**src/rtl/encoder.sv**
```systemverilog
// -----------------------------------------------------------------------------
// encoder
//   Registered one-hot-to-binary encoder. A 2**OUT_SIZE-bit one-hot vector is
//   turned into its OUT_SIZE-bit index, one cycle later. The valid output flags
//   that at least one bit was set. The err output flags that more than one bit
//   was set; in that case the highest set bit wins.
//
//   Optional feature macro: ENCODER_ENABLE_EN
//     defined   -> an 'enable' input is added. With enable low the outputs
//                  hold their values. Reset still overrides enable.
//     undefined -> no enable port; the registers load every cycle.
// -----------------------------------------------------------------------------
module encoder #(
  parameter int OUT_SIZE = 4
) (
  input  logic                       clk,
  input  logic                       rst,
  input  logic [(1<<OUT_SIZE)-1:0]   in,
  output logic [OUT_SIZE-1:0]        out,
  output logic                       valid,
  output logic                       err
`ifdef ENCODER_ENABLE_EN
  ,
  input  logic                       enable
`endif
);

  localparam int IN_SIZE = 1 << OUT_SIZE;

  logic [OUT_SIZE-1:0] idx_next;
  logic                any_next;
  logic                multi_next;
  logic                load;

`ifdef ENCODER_ENABLE_EN
  assign load = enable;
`else
  assign load = 1'b1;
`endif

  // Scan the input from LSB to MSB. A later set bit overwrites the index, so
  // the highest set bit has priority. A second set bit raises the multi-hot flag.
  always_comb begin
    // NOTE: every variable gets a default before the loop. Without that, a
    // path that leaves one unassigned would infer a latch.
    idx_next   = '0;
    any_next   = 1'b0;
    multi_next = 1'b0;
    for (int k = 0; k < IN_SIZE; k++) begin
      if (in[k]) begin
        multi_next = multi_next | any_next;
        any_next   = 1'b1;
        idx_next   = OUT_SIZE'(k);
      end
    end
  end

  // Output registers: synchronous reset has priority, then a conditional load.
  always_ff @(posedge clk) begin
    // NOTE: state is updated with non-blocking assignments. All registers then
    // sample the pre-edge values, which avoids ordering races between blocks.
    if (rst) begin
      out   <= '0;
      valid <= 1'b0;
      err   <= 1'b0;
    end else if (load) begin
      out   <= idx_next;
      valid <= any_next;
      err   <= multi_next;
    end
  end

endmodule

```
**config.mk**
```make
export PLATFORM = sky130hd
export DESIGN_NAME = encoder
export DESIGN_NICKNAME = d
export VERILOG_FILES = /design/src/rtl/encoder.sv
export SDC_FILE = /design/constraint.sdc
export NUM_CORES = 1
export LEC_CHECK = 0
export BUFFER_PORTS_ARGS = -buffer_cell sky130_fd_sc_hd__buf_4
export CORE_AREA = 2 2 39 41
export DETAILED_ROUTE_END_ITERATION = 6
export DIE_AREA = 0 0 41 43
export HOLD_SLACK_MARGIN = 0.15
export SYNTH_ARGS = -nofsm -noshare
export SYNTH_HDL_FRONTEND = slang
export SYNTH_SLANG_ARGS = --single-unit
export TNS_END_PERCENT = 10
```
**constraint.sdc**
```tcl
create_clock -name clk -period 3.6 [get_ports clk]
set_clock_uncertainty 0.1 [all_clocks]
set_input_delay 0.54 -clock clk [delete_from_list [all_inputs] [get_ports clk]]
set_output_delay 0.54 -clock clk [all_outputs]
set_load 0.005 [all_outputs]
```
==> results of run 1 <==
## area by class of cell
type                    count  area [sq um]
repair buffers             23           173
multi-input cells          44           304
inverters                   6          22.5
well taps                  16          20.0
fillers                   150           722
flip-flops and latches      6           120
clock buffers               3          22.5
## cells in the final DEF (no fill, tap or decap), types with 2 or more instances in the layout
cell / instances
buf_4: 23
nor2_1: 7
inv_1: 6
dfxtp_1: 6
a21oi_1: 5
a2111oi_0: 3
o21ai_0: 3
clkbuf_4: 3
nand2_1: 2
maj3_1: 2
nor4_1: 2
nor3_1: 2
## worst min path at each step
stage               slack (ps)     end  cells after the start  from
finish                     410  out[3]                      2   rst
global route               410  out[3]                      2   rst
detailed placement         670  out[1]                      2   rst
global placement           670   valid                      2   rst
CTS                        410  out[3]                      2   rst
floorplan                  510  out[1]                      1   rst
## registers in the layout (all words and copies together) (netlist names)
name	flops
err	1
out	4
valid	1
## kinds of logic after synthesis
| family | count (synthesis) |
|---|---|
| AO/OA/AOI/OAI | 22 |
| AND/OR/NAND/NOR | 20 |
| buffers and inverters | 6 |
| flip-flops | 6 |
| adder cells (fa/ha/maj) | 2 |
## per-stage QoR
step	total power [mW]	setup slack, ps	area (sq um)	utilization [%]	instances
3_3_place_gp	0.122	1240	639	46.2	95
6_report	0.184	1450	662	47.8	98
5_1_grt	0.195	1360	662	47.8	98
3_5_place_dp	0.123	1200	639	46.2	95
2_1_floorplan	0.0893	1420	447	-	56
4_1_cts	0.186	1450	662	47.8	98
## metal layers
| metal | global-route usage [%] | part of all wire [%] | up-vias |
|---|---|---|---|
| met4 | 4.00 | 0 | 0 |
| met5 | 0 | 0 | - |
| met1 | 17.0 | 41 | 243 |
| met3 | 4.71 | 6.4 | 0 |
| li1 | - | - | 272 |
| met2 | 28.4 | 53 | 22 |
## where the power goes
group / switching [mW] / internal [mW]
Combinational: 0.0231 / 0.0260
Clock: 0.0247 / 0.0377
Sequential: 0.00115 / 0.0710
Total: 0.0489 / 0.135
==> results.ini, run 1 <==
[critical_path]
critPathMaxFanout=5
arrival_ps=2160
path_buf_inv=1
crit_chain=buf_4, or4_4, or2_4, a2111oi_4, maj3_1, a41oi_1
cp.required_ps=3610
slowest_delay_ps=550
crit_end=err
path_delay_family=simple AND/OR/NAND/NOR gates
crit_slowest_cell=or4_4
crit_type=in2reg
cp-end-kind=flip-flop
startpoint_type=primary input
path_depth=6
worstSetupStartpoint=in[2]

[sta]
report.final.slew_viol_count=0
rsz0062_at_grt=no
setup_violations=0
setup_tns_ps=0
final.period_utilization_pct=59.8
finalHoldViolations=0
finalCriticalPeriod_ps=2150
worstMarginPinSlew_ps=514
fmax_mhz=464
hold_slack_ps=413
slew_headroom_pct=64.9

[finish]
diodes=0
fin_nets=102
drive_gt1_share_pct=37.8
syn_to_final_growth_pct=48.2

[power_and_ir_drop]
p_leak_nw=0.289
p_per_area_nw_per_um2=278
ir_drop_mv=0.108

[synth]
yosysTopAreaCellShare_pct=26.9
syn_inst=56
synth_edf_count=0
synth_top_area_cell=dfxtp_1
synth_compound_area_share_pct=38.7
synthAdderAreaFrac_pct=4.48
synthTopCellsByCount=nor2_1, dfxtp_1, inv_1
synth_cell_type_count=28
synth-simple-area-share_pct=24.9
syn_avg_cell_area_sq_um=7.98
synth.most_common_cell=nor2_1
synth_flop_cell=dfxtp_1
synth_seq_area_share_pct=26.9
yosysWarningCount=0
synthTopCellsByArea=dfxtp_1, a2111oi_4, nor2_1
synth_xor_area_share_pct=0
synth_top_family_by_area=compound AO/OA/AOI/OAI gates
async_flop_share_pct=0
ys_seq_elements=6
synth_nets=74
syn_area_sq_um=447
synthMuxAreaShare_pct=0

[clock_tree]
cts_buffer_depth=2
clk_pin_slew_worst_paths_ps=50
cts_root_buf=clkbuf_4
cts-resized-gates=0
cts_tree=yes
cts_htree_levels=1
cts_buffers=3
cts_setup_buffers=0
hold_buffers=0
cts.sinks=6

[drt]
drc=0
ant_nets=0
drt-initial-drc-count=3
num_vias=537
wl_per_cell_um=12.2
dr.pass1.iters=2
routed_wl_um=1190
vias_per_cell=5.48

[min_path]
hold_path.class=in2reg

[global_routing]
grt_pass1_vias=498
grt_overflow=0
grt_util_all_layers_pct=15.9
grt_max_degree=8
grt_pass1_wl_um=1970
antenna_found_initial=0

[floorplanning]
fp.dieH_um=43
coreArea_sq_um=1380
fp-row-count=14
initial_utilization_pct=32.3
die_w_um=41
die-area_sq_um=1760
io_pins=24

[place]
place.gp.congestion=0.732
io_buffer_count=23
dpl.hpwl_um=979

[run_status]
run_status=finished, final reports clean

[flow_run]
max_cap_violations=0

Note: power is estimated with default switching activity, not from simulation.
==> inputs of run 2 (changes only) <==
==> constraint.sdc (replaced) <==
create_clock -name clk -period 2.1 [get_ports clk]
set_clock_uncertainty 0.1 [all_clocks]
set_input_delay 0.315 -clock clk [delete_from_list [all_inputs] [get_ports clk]]
set_output_delay 0.315 -clock clk [all_outputs]
set_load 0.005 [all_outputs]
==> run 2 against run 1 <==
Combinational power rose by 88%. Sequential share of layout area down 1.3 points. Highest routed layer unchanged. Critical endpoint unchanged. Sequential power up 72%. Power up 74%. Clock-buffer cell count unchanged. Critical path type unchanged. Worst hold slack got worse by 220 ps. Cell area up 7.9%. Worst setup slack lost 1200 ps.
==> results.ini, run 2 (same netlist as run 1, synthesis figures left out) <==
[run_status]
run_status=finished, final reports clean

[sta]
worstMarginPinSlew_ps=488  ; -25.7 ps
setup_tns_ps=0  ; unchanged
rsz0062_at_grt=no
final.period_utilization_pct=88.8
setup_violations=0  ; unchanged
report.final.slew_viol_count=0  ; unchanged
postLayoutSetupSlackWorst_ps=236  ; -1210 ps
slew_headroom_pct=66.6  ; +1.8 points
finalHoldViolations=0  ; unchanged
hold_slack_ps=188  ; -225 ps
finalCriticalPeriod_ps=1860
fmax_mhz=536

[clock_tree]
cts_tree=yes
cts.sinks=6  ; unchanged
cts_setup_buffers=0  ; unchanged
hold_buffers=0  ; unchanged
cts_buffer_depth=2  ; unchanged
clk_pin_slew_worst_paths_ps=40  ; about the same
cts-resized-gates=0  ; unchanged
cts_htree_levels=1  ; unchanged
cts_buffers=3  ; unchanged
cts_root_buf=clkbuf_4

[power_and_ir_drop]
p_leak_nw=0.322  ; +11%
power.clock.fraction_pct=32.3  ; -1.7 points
power_mw=0.319  ; +74%
pwr-share-comb_pct=28.9  ; +2.1 points
intPower_mw=0.237  ; +76%
p_per_area_nw_per_um2=447  ; +61%
ir_drop_mv=0.163  ; +51%
switchingPower_mw=0.0818  ; +67%
p_sw_share_pct=25.6  ; -1.0 points
seqPwrFrac_pct=38.8  ; -0.5 points

[min_path]
hold_path.class=in2reg

[place]
postPlaceCellArea_sq_um=692  ; +8.2%
place_ws_ps=-15.9  ; -1210 ps
io_buffer_count=23  ; unchanged
dp.cells=102  ; +7.4%
dpl.hpwl_um=989  ; +1.0%
place.gp.congestion=0.714  ; -2.5%

[drt]
dr.pass1.iters=4  ; +2
drt-initial-drc-count=10  ; +7
vias_per_cell=5.20  ; -5.1%
num_vias=546  ; +1.7%
drc=0  ; unchanged
routed_wl_um=1210  ; +1.1%
ant_nets=0  ; unchanged
wl_per_cell_um=11.5  ; -5.6%

[flow_run]
max_cap_violations=0  ; unchanged

[finish]
final_common_cell=buf_4
fin_area_sq_um=714  ; +7.9%
diodes=0  ; unchanged
fin_nets=109  ; +6.9%
finalNonFillerCells=105  ; +7.1%
drive_gt1_share_pct=42.7  ; +4.9 points
largest_reg_flops=4  ; unchanged
final_cell_mix=buf_4, nor2_1, inv_1, dfxtp_1, a21oi_1
largestRegisters=out (4), err (1), valid (1)
fin_util_pct=51.6  ; +3.8 points
syn_to_final_growth_pct=59.9
top_register=out
nFillCells=149  ; -0.67%

[global_routing]
grt_overflow=0  ; unchanged
antenna_found_initial=0  ; unchanged
grt_pass1_wl_um=1840  ; -6.7%
grt_pass1_vias=481  ; -3.4%
grt_max_degree=8  ; unchanged
grt_util_all_layers_pct=15.1  ; -0.87 points

[floorplanning]
fp-row-count=14  ; unchanged
initial_utilization_pct=32.3  ; unchanged
coreArea_sq_um=1380  ; unchanged
die-area_sq_um=1760  ; unchanged
fp.dieH_um=43  ; unchanged
die_w_um=41  ; unchanged
io_pins=24  ; unchanged

[critical_path]
critPathMaxFanout=2  ; -3
path_buf_inv=1  ; unchanged
slowest_delay_ps=560  ; about the same
startpoint_type=primary input
cp-end-kind=flip-flop
crit_chain=buf_4, or4_1, or2_4, a2111oi_4, maj3_1, a41oi_1
cp.required_ps=2110  ; -1500 ps
arrival_ps=1880  ; -280 ps
crit_type=in2reg
path_delay_family=simple AND/OR/NAND/NOR gates
crit_slowest_cell=or4_1

run 2: power by group through the flow:
stage / Combinational [mW] / Sequential, mW / Clock (mW)
after floorplan: 0.0263 / 0.127 / 0
after global placement: 0.0922 / 0.126 / 0
after detailed placement: 0.0924 / 0.126 / 0
after CTS: 0.0926 / 0.124 / 0.106
after global routing: 0.101 / 0.124 / 0.112
final: 0.0922 / 0.124 / 0.103
run 2: final timing paths:
| check | start | endpoint | slack [ps] | cells past startpoint |
|---|---|---|---|---|
| worst min-delay path | rst | out[1] | 190 | 2 |
| worst max-delay path | in[7] | err | 240 | 6 |
run 2: area by class of cell:
cell class / instances / area, sq um / area share (%)
Timing Repair Buffer: 30 / 225 / 31.5
Sequential cell: 6 / 120 / 16.8
Tap cell: 16 / 20.0 / 2.80
Inverter: 6 / 22.5 / 3.15
Multi-Input combinational cell: 44 / 304 / 42.6
Clock buffer: 3 / 22.5 / 3.15
run 2: per-layer routing:
metal | up-vias | GRT usage [%] | part of all wire [%]
li1 | 287 | - | -
met1 | 241 | 17.7 | 42
met2 | 18 | 25.0 | 53
met3 | 0 | 1.57 | 5.4
met4 | 0 | 8.00 | 0
met5 | - | 0 | 0
==> inputs of run 3 (changes only) <==
--- a/config.mk
+++ b/config.mk
@@ -10,6 +10,7 @@
 export DETAILED_ROUTE_END_ITERATION = 6
 export DIE_AREA = 0 0 41 43
 export HOLD_SLACK_MARGIN = 0.15
+export RECOVER_POWER = 50
 export SYNTH_ARGS = -nofsm -noshare
 export SYNTH_HDL_FRONTEND = slang
 export SYNTH_SLANG_ARGS = --single-unit
==> run 3 against run 2 <==
Routed wire length fell by 0.83%. Fmax about the same. First-iteration DRC count did not move. Sequential share of layout area rose by 0.18 points. Sequential cell count stayed put. Worst setup slack about the same. Power is 0.92% lower. Cell area decreased by 1.1%. Final cell count did not move. Via count rose by 0.18%. Global-route usage is the same. Clock power is essentially flat.
==> results.ini, run 3 (same netlist as run 1, synthesis figures left out) <==
[clock_tree]
cts_root_buf=clkbuf_4
cts-resized-gates=0  ; unchanged
cts_htree_levels=1  ; unchanged
hold_buffers=0  ; unchanged
cts.sinks=6  ; unchanged
cts_buffers=3  ; unchanged
cts_tree=yes
clk_pin_slew_worst_paths_ps=40  ; about the same
cts_buffer_depth=2  ; unchanged
cts_setup_buffers=0  ; unchanged

[global_routing]
grt_max_degree=8  ; unchanged
antenna_found_initial=0  ; unchanged
grt_pass1_wl_um=1840  ; unchanged
grt_pass1_vias=481  ; unchanged
grt_overflow=0  ; unchanged
grt_util_all_layers_pct=15.1  ; unchanged

[drt]
routed_wl_um=1200  ; -0.83%
drc=0  ; unchanged
wl_per_cell_um=11.4  ; -0.83%
ant_nets=0  ; unchanged
vias_per_cell=5.21  ; +0.18%
dr.pass1.iters=4  ; unchanged
num_vias=547  ; +0.18%
drt-initial-drc-count=10  ; unchanged

[finish]
syn_to_final_growth_pct=58.3
drive_gt1_share_pct=40.4  ; -2.2 points
diodes=0  ; unchanged
multi_input_area_sq_um=304  ; unchanged
fin_nets=109  ; unchanged
seqCellArea_sq_um=120  ; unchanged
fin_util_pct=51.1  ; -0.54 points
largestRegisters=out (4), err (1), valid (1)
nFillCells=151  ; +1.3%
finalNonFillerCells=105  ; unchanged
largest_reg_flops=4  ; unchanged
final_common_cell=buf_4
top_register=out
final_cell_mix=buf_4, nor2_1, clkbuf_4

[critical_path]
startpoint_type=primary input
crit_chain=buf_4, or4_1, or2_4, a2111oi_4, maj3_1, a41oi_1
arrival_ps=1880  ; about the same
slowest_delay_ps=560  ; about the same
cp.required_ps=2110  ; about the same
critPathMaxFanout=2  ; unchanged
cp-end-kind=flip-flop
path_delay_family=simple AND/OR/NAND/NOR gates
crit_type=in2reg
crit_slowest_cell=or4_1
path_buf_inv=1  ; unchanged

[run_status]
run_status=finished, final reports clean

[floorplanning]
die_w_um=41  ; unchanged
die-area_sq_um=1760  ; unchanged
initial_utilization_pct=32.3  ; unchanged
io_pins=24  ; unchanged
fp.dieH_um=43  ; unchanged
coreArea_sq_um=1380  ; unchanged
fp-row-count=14  ; unchanged

[sta]
final.period_utilization_pct=88.8  ; about the same
setup_tns_ps=0  ; unchanged
worstMarginPinSlew_ps=488  ; unchanged
finalHoldViolations=0  ; unchanged
setup_violations=0  ; unchanged
finalCriticalPeriod_ps=1860  ; +0.409 ps
fmax_mhz=536  ; about the same
postLayoutSetupSlackWorst_ps=235  ; -0.409 ps
slew_headroom_pct=66.6  ; unchanged
report.final.slew_viol_count=0  ; unchanged
rsz0062_at_grt=no

[place]
dp.cells=102  ; unchanged
dpl.hpwl_um=989  ; unchanged
place.gp.congestion=0.714  ; unchanged
place_ws_ps=-15.9  ; unchanged
io_buffer_count=23  ; unchanged

[power_and_ir_drop]
ir_drop_mv=0.162  ; -0.62%
p_per_area_nw_per_um2=447  ; +0.13%
p_leak_nw=0.314  ; -2.7%
power_mw=0.316  ; -0.92%

[min_path]
hold_path.class=in2reg

[flow_run]
max_cap_violations=0  ; unchanged

==> run 3: changes by cell type in the layout (fill, tap and decap cells not counted) <==
cell      delta
buf_4        -6
clkbuf_4     +4
clkbuf_1     +2
==> run 3: power breakdown <==
group	internal, mW	switching (mW)	total (mW)
registers	0.122	0.00173	0.124
logic	0.0485	0.0412	0.0897
clock network	0.0644	0.0386	0.103
==> run 3: layout make-up <==
class	instances	area share, %
multi-input combinational	44	43.0
timing repair buffer	30	30.8
sequential	6	17.0
clock buffer	3	3.19
inverter	6	3.19
tap	16	2.83
==> run 3: final timing paths <==
path | from | to | slack (ps) | cells past startpoint
worst max-delay path | in[7] | err | 240 | 6
worst min-delay path | rst | out[1] | 190 | 2
==> run 3: through the flow <==
stage | hold WS (ps) | area (sq um)
after floorplan | 284 | 447
after global placement | 440 | 692
after detailed placement | 435 | 692
after CTS | 185 | 714
after global routing | 187 | 707
final | 189 | 707
==> run 3: per-layer routing <==
| metal | GRT usage, % | up-vias | part of all wire, % |
|---|---|---|---|
| met4 | 8.00 | 0 | 0 |
| met3 | 1.57 | 0 | 5.0 |
| met2 | 25.0 | 18 | 53 |
| met5 | 0 | - | 0 |
| li1 | - | 287 | - |
| met1 | 17.7 | 242 | 42 |
